--- src/rtl/hs_pkg.sv ---
// Shared types and defaults for the req/ack handshake transmit side.
// Default sizes are shared with the synchronizer bench.
package hs_pkg;

  typedef enum logic [1:0] {
    IDLE      = 2'd0,
    REQ       = 2'd1,
    WAIT_LOW  = 2'd2,
    WAIT_HIGH = 2'd3
  } hs_state_e;

  localparam int HS_WIDTH = 8;
  localparam int HS_DEPTH = 4;
  localparam int HS_CNT_W = 16;

endpackage

--- src/rtl/handshake_tx_ctrl_if.sv ---
// Upstream stream plus synchronizer source-side signals.
// The controller is the slave; upstream and synchronizer form the master.
interface hs_tx_if
  import hs_pkg::*;
#(
  parameter int WIDTH = HS_WIDTH
);
  logic             in_valid;
  logic [WIDTH-1:0] in_data;
  logic             in_ready;
  logic             sidle;
  logic             sready;
  logic [WIDTH-1:0] din;

  modport master (
    output in_valid, in_data, sidle,
    input  in_ready, sready, din
  );

  modport slave (
    input  in_valid, in_data, sidle,
    output in_ready, sready, din
  );
endinterface

--- src/rtl/hs_sync_fifo.sv ---
// Synchronous show-ahead FIFO; push when full and pop when empty
// are both ignored.
module hs_sync_fifo
  import hs_pkg::*;
#(
  parameter  int WIDTH = HS_WIDTH,
  parameter  int DEPTH = HS_DEPTH,
  localparam int AW    = $clog2(DEPTH),
  localparam int CW    = AW + 1
) (
  input  logic             clk,
  input  logic             rst,
  input  logic             push_i,
  input  logic [WIDTH-1:0] wdata_i,
  input  logic             pop_i,
  output logic [WIDTH-1:0] head_o,
  output logic [CW-1:0]    count_o
);

  logic [WIDTH-1:0] mem_q [DEPTH];
  logic [AW-1:0]    wptr_q, rptr_q;
  logic [CW-1:0]    cnt_q;
  logic             do_push, do_pop;

  assign do_push = push_i && (cnt_q != CW'(DEPTH));
  assign do_pop  = pop_i && (cnt_q != '0);
  assign head_o  = mem_q[rptr_q];
  assign count_o = cnt_q;

  always_ff @(posedge clk) begin
    if (do_push) mem_q[wptr_q] <= wdata_i;
  end

  // DEPTH is a power of two, so pointers wrap naturally
  always_ff @(posedge clk) begin
    if (rst) begin
      wptr_q <= '0;
      rptr_q <= '0;
      cnt_q  <= '0;
    end else begin
      if (do_push) wptr_q <= wptr_q + AW'(1);
      if (do_pop)  rptr_q <= rptr_q + AW'(1);
      unique case ({do_push, do_pop})
        2'b10:   cnt_q <= cnt_q + CW'(1);
        2'b01:   cnt_q <= cnt_q - CW'(1);
        default: cnt_q <= cnt_q;
      endcase
    end
  end

endmodule

--- src/rtl/handshake_tx_ctrl.sv ---
// Source-side driver for the req/ack synchronizer: buffers words and
// issues one per transfer, holding din until the synchronizer is idle again.
module handshake_tx_ctrl
  import hs_pkg::*;
#(
  parameter  int WIDTH = HS_WIDTH,
  parameter  int DEPTH = HS_DEPTH,
  parameter  int CNT_W = HS_CNT_W,
  localparam int CW    = $clog2(DEPTH) + 1
) (
  input  logic             clk,
  input  logic             rst,
  hs_tx_if.slave           bus,
  output logic [CW-1:0]    fifo_cnt,
  output logic [CNT_W-1:0] tx_count
);

  hs_state_e        state_q, state_d;
  logic [WIDTH-1:0] din_q, din_d;
  logic [CNT_W-1:0] tx_q, tx_d;
  logic             sready_q, sready_d;
  logic             push, pop;
  logic [WIDTH-1:0] head;
  logic [CW-1:0]    cnt;

  assign bus.in_ready = (cnt != CW'(DEPTH));
  assign push         = bus.in_valid && bus.in_ready;
  assign bus.sready   = sready_q;
  assign bus.din      = din_q;
  assign fifo_cnt     = cnt;
  assign tx_count     = tx_q;

  hs_sync_fifo #(
    .WIDTH (WIDTH),
    .DEPTH (DEPTH)
  ) u_fifo (
    .clk     (clk),
    .rst     (rst),
    .push_i  (push),
    .wdata_i (bus.in_data),
    .pop_i   (pop),
    .head_o  (head),
    .count_o (cnt)
  );

  always_comb begin
    state_d = state_q;
    din_d   = din_q;
    tx_d    = tx_q;
    pop     = 1'b0;
    unique case (state_q)
      IDLE: begin
        if (cnt != '0 && bus.sidle) begin
          state_d = REQ;
          din_d   = head;
        end
      end
      REQ: state_d = WAIT_LOW;
      // sidle is still stale-high here; only its fall arms completion
      WAIT_LOW: begin
        if (!bus.sidle) state_d = WAIT_HIGH;
      end
      WAIT_HIGH: begin
        if (bus.sidle) begin
          pop     = 1'b1;
          tx_d    = tx_q + CNT_W'(1);
          state_d = IDLE;
        end
      end
      default: state_d = IDLE;
    endcase
    sready_d = (state_d == REQ);
  end

  always_ff @(posedge clk) begin
    if (rst) begin
      state_q  <= IDLE;
      din_q    <= '0;
      tx_q     <= '0;
      sready_q <= 1'b0;
    end else begin
      state_q  <= state_d;
      din_q    <= din_d;
      tx_q     <= tx_d;
      sready_q <= sready_d;
    end
  end

endmodule

--- src/flat_wrapper.sv ---
// flat-port wrapper written by rule: the top's interface ports become plain ports
module handshake_tx_ctrl_flat import hs_pkg::*;
#(
  parameter  int WIDTH = HS_WIDTH,
  parameter  int DEPTH = HS_DEPTH,
  parameter  int CNT_W = HS_CNT_W,
  localparam int CW    = $clog2(DEPTH) + 1
)
  (clk, rst, fifo_cnt, tx_count, bus_in_valid, bus_in_data, bus_sidle, bus_in_ready, bus_sready, bus_din);
  hs_tx_if #(.WIDTH(WIDTH)) bus_i ();
  input  logic clk;
  input  logic rst;
  output logic [CW-1:0] fifo_cnt;
  output logic [CNT_W-1:0] tx_count;
  input wire logic [$bits(bus_i.in_valid)-1:0] bus_in_valid;
  input wire logic [$bits(bus_i.in_data)-1:0] bus_in_data;
  input wire logic [$bits(bus_i.sidle)-1:0] bus_sidle;
  output wire logic [$bits(bus_i.in_ready)-1:0] bus_in_ready;
  output wire logic [$bits(bus_i.sready)-1:0] bus_sready;
  output wire logic [$bits(bus_i.din)-1:0] bus_din;
  assign bus_i.in_valid = bus_in_valid;
  assign bus_i.in_data = bus_in_data;
  assign bus_i.sidle = bus_sidle;
  assign bus_in_ready = bus_i.in_ready;
  assign bus_sready = bus_i.sready;
  assign bus_din = bus_i.din;
  handshake_tx_ctrl #(.WIDTH(WIDTH), .DEPTH(DEPTH), .CNT_W(CNT_W)) u_core (.clk(clk), .rst(rst), .bus(bus_i), .fifo_cnt(fifo_cnt), .tx_count(tx_count));
endmodule
--- config.mk ---
export PLATFORM = sky130hd
export DESIGN_NAME = handshake_tx_ctrl_flat
export DESIGN_NICKNAME = d
export VERILOG_FILES = /design/src/rtl/hs_pkg.sv /design/src/rtl/handshake_tx_ctrl_if.sv /design/src/rtl/hs_sync_fifo.sv /design/src/rtl/handshake_tx_ctrl.sv /design/src/flat_wrapper.sv
export SDC_FILE = /design/constraint.sdc
export NUM_CORES = 1
export LEC_CHECK = 0
export ABC_AREA = 1
export CORE_ASPECT_RATIO = 0.8
export CORE_MARGIN = 4
export CORE_UTILIZATION = 54
export DETAILED_ROUTE_END_ITERATION = 6
export GPL_ROUTABILITY_DRIVEN = 0
export PLACE_DENSITY = 0.89
export SETUP_SLACK_MARGIN = 0.05
export SYNTH_ARGS = -nofsm -noshare
export SYNTH_HDL_FRONTEND = slang
export SYNTH_HIERARCHICAL = 1
export SYNTH_SLANG_ARGS = --single-unit
--- constraint.sdc ---
create_clock -name clk -period 2.24 [get_ports clk]
set_clock_uncertainty 0.2 [all_clocks]
set_input_delay 0.448 -clock clk [delete_from_list [all_inputs] [get_ports clk]]
set_output_delay 0.448 -clock clk [all_outputs]
set_load 0.01 [all_outputs]
==> results of run 1 <==
synthesized netlist by cell type, types with 4 or more instances:
master,count,area (sq um)
ha_1,6,75.1
nand4_1,4,25.0
a21oi_1,13,65.1
nor2_1,65,244
o22ai_1,8,50.1
o21ai_0,16,80.1
o21ai_1,6,30.0
nand3_1,15,75.1
o21ai_2,6,52.6
inv_1,33,124
nor2_2,6,37.5
edfxtp_1,32,961
dfxtp_1,36,721
nand2_1,44,165
worst max-delay path, cell delays in order, from the launching register on:
cell and delay [ns]:
dfxtp_2 0.38, inv_1 0.07, nand3_1 0.08, clkdlybuf4s50_1 0.54
flip-flops by register name, summed over array words and instances (netlist names), named ones only:
name                   flops
u_core/u_fifo/mem_q       32
u_core/tx_count           16
u_core/bus.din             8
u_core/u_fifo/count_o      3
u_core/state_q             2
u_core/u_fifo/rptr_q       2
u_core/u_fifo/wptr_q       2
u_core/bus.sready          1
metal layers:
layer	GRT usage	vias to the layer above	share of wire
met5	0	-	0
met4	0.105	0	0.020
met3	0.0768	14	0.075
met2	0.331	81	0.48
met1	0.235	1068	0.43
li1	-	1157	-
how the worst min path moves through the flow:
stage                            start  cells past startpoint  slack [ns]                 to
6_report             u_core/bus.din[7]                      2        0.29  u_core/bus.din[7]
3_3_place_gp         u_core/bus.din[4]                      2        0.27  u_core/bus.din[4]
2_1_floorplan  u_core/u_fifo/rptr_q[1]                      2        0.26          flip-flop
5_1_grt              u_core/bus.din[1]                      2        0.34  u_core/bus.din[1]
3_5_place_dp         u_core/bus.din[5]                      2        0.28  u_core/bus.din[5]
4_1_cts              u_core/bus.din[7]                      2        0.29  u_core/bus.din[7]
final cells by class:
type                       count  area share
multi-input combinational    207       0.292
sequential                    68       0.461
clock buffer                   9      0.0338
inverter                      37      0.0383
tap                           62      0.0212
clock inverter                 7      0.0208
timing repair buffer          51       0.133
what timing repair did:
item                                    in CTS  in global routing
gates resized for setup                      0                  7
endpoints found under the setup margin       0                  2
buffers inserted                             0                  0
through the flow:
step / instance area [sq um] / TNS [ns]
2_1_floorplan: 2930 / 0
3_3_place_gp: 3440 / -0.297
3_5_place_dp: 3440 / -0.394
4_1_cts: 3640 / 0
5_1_grt: 3660 / 0
6_report: 3660 / 0
where the power goes:
group	switching (mW)	leakage, nW	internal (mW)
combinational	0.131	0.714	0.110
sequential	0.0297	0.588	1.36
clock	0.479	0.0974	0.519
cells by family after synthesis:
group / Yosys count / synth area share
xor gates and xnor gates: 2 / 0.00598
DFF: 68 / 0.574
buffers and inverters: 42 / 0.0628
adders and majority gates: 7 / 0.0325
AOI/OAI and AO/OA: 50 / 0.0974
and+or+nand+nor: 148 / 0.227
==> metrics.md, run 1 <==
| Metric | Value |
|---|---|
| Status | `complete, no violations` |
| Max Slew Vio Count | `0` |
| Largest net degree at the start of global routing | `20` |
| Register area | `1690 sq um` |
| Achievable Freq | `around 490 MHz` |
| Clock slew at reported path FFs | `0.07 ns` |
| # diodes | `0` |
| H-tree levels | `3` |
| Largest fanout on the critical path | `5` |
| Synth Net Count | `336` |
| Layout Utilization | `0.715` |
| Final worst path period share | `0.917` |
| Place WS | `-0.286 ns` |
| Core area | `5120 sq um` |
| Hold_ws | `0.291 ns` |
| Most frequent cells in the layout | `65 x nor2_1, 44 x nand2_1, 39 x clkdlybuf4s50_1, 33 x inv_1, 33 x dfxtp_1` |
| I/O Pins | `~40` |
| Routed WL | `6120 um` |
| Clock sink total | `slightly below 70` |
| Main synth FF type | `dfxtp_1` |
| CTS Buf Count | `9` |
| Pwr Density | `717 nW/um^2` |
| Maximum clock insertion buffer count | `2` |
| First drt pass iteration count | `4` |
| CP Class | `flip-flop to output port` |
| Placed insts | `425` |
| RR Startpoint | `u_core/u_fifo/count_o[1]` |
| DIE AREA | `about 6700 sq um` |
| Final Hold Violating Endpoints | `0` |
| RSZ-0062 raised after global routing | `false` |
| Reg2Reg Setup Slack | `about 0.26 ns` |
| Final Critical Period | `2.05 ns` |
| Yosys warning total | `6` |
| DR WL/cell | `approximately 14 um` |
| Tightest Pin Transition | `approximately 0.34 ns` |
| Share of cells above drive strength 1 | `0.142` |
| Path depth of the worst reg2reg path | `11` |
| Synth Cell Area | `between 2000 and 3000 sq um` |
| Port bufs | `40` |
| DRT antenna net count | `0` |
| Non-Filler Instances | `441` |
| # fillers | `between 300 and 400` |
| Syn_area_per_cell | `about 9.2 sq um` |
| Cells after Synth | `about 320` |
| GR Util All Layers | `0.202` |
| CP arrival | `about 1.4 ns` |
| #FFs+latches synth | `68` |
| Crit. Startpoint | `u_core/u_fifo/count_o[1]` |
| Multi-input logic area | `1070 sq um` |
| Final setup margin | `~0.19 ns` |
| Synth unique cells | `31` |
| Initial antenna violation count | `0` |
| Worst setup EP type | `output port` |
| Vias in the first global route | `2,274` |
| Ys async rst share | `0` |
| Critical Path Start Type | `flip-flop` |
| Die X | `90.3 um` |
| Register area share after synthesis | `0.574` |
| Initial core utilization | `0.572` |
| Reg2reg end | `u_core/u_fifo/count_o[2]` |
| Hold crit path type | `flip-flop to flip-flop` |
| Detailed placer's ending HPWL | `4240 um` |
| CP required | `1.59 ns` |
| Crit path to | `bus_in_ready` |
| First-pass GRT wire length | `10,300 um` |
| CTS tree | `done` |
| Die H | `about 74 um` |
| Grt ovf | `0` |
| Num rows | `23` |
| Slew HR | `0.773` |
| Area growth, synth to finish | `25.0%` |
| # DRC | `0` |
| Leading cell type in the layout, fill and taps excluded | `nor2_1` |
| Starting DRT DRC Count | `148` |
| Worst skew pair latency | `approximately 0.34 ns` |
| Total of max-cap violations | `0` |
| Leakage power | `1.40 nW` |
| Post-synth EDFFs | `32` |
| Via-per-instance ratio | `approximately 5.3` |
| Root buf cell | `clkbuf_8` |
| Final total power | `2.62 mW` |
| VDD IR-drop max | `0.000521 V` |
| Final net count | `between 300 and 400` |
| Post-CTS Hold Buffers | `0` |
| Via total after detailed routing | `2,320` |
| Final setup vio count | `0` |
Power figures use the tool's default switching activity.
==> inputs of run 2 (changes only) <==
- GPL_ROUTABILITY_DRIVEN: 0 -> 1
==> results of run 2 <==
No change in the layout: final DEF, timing and power equal those of run 1.
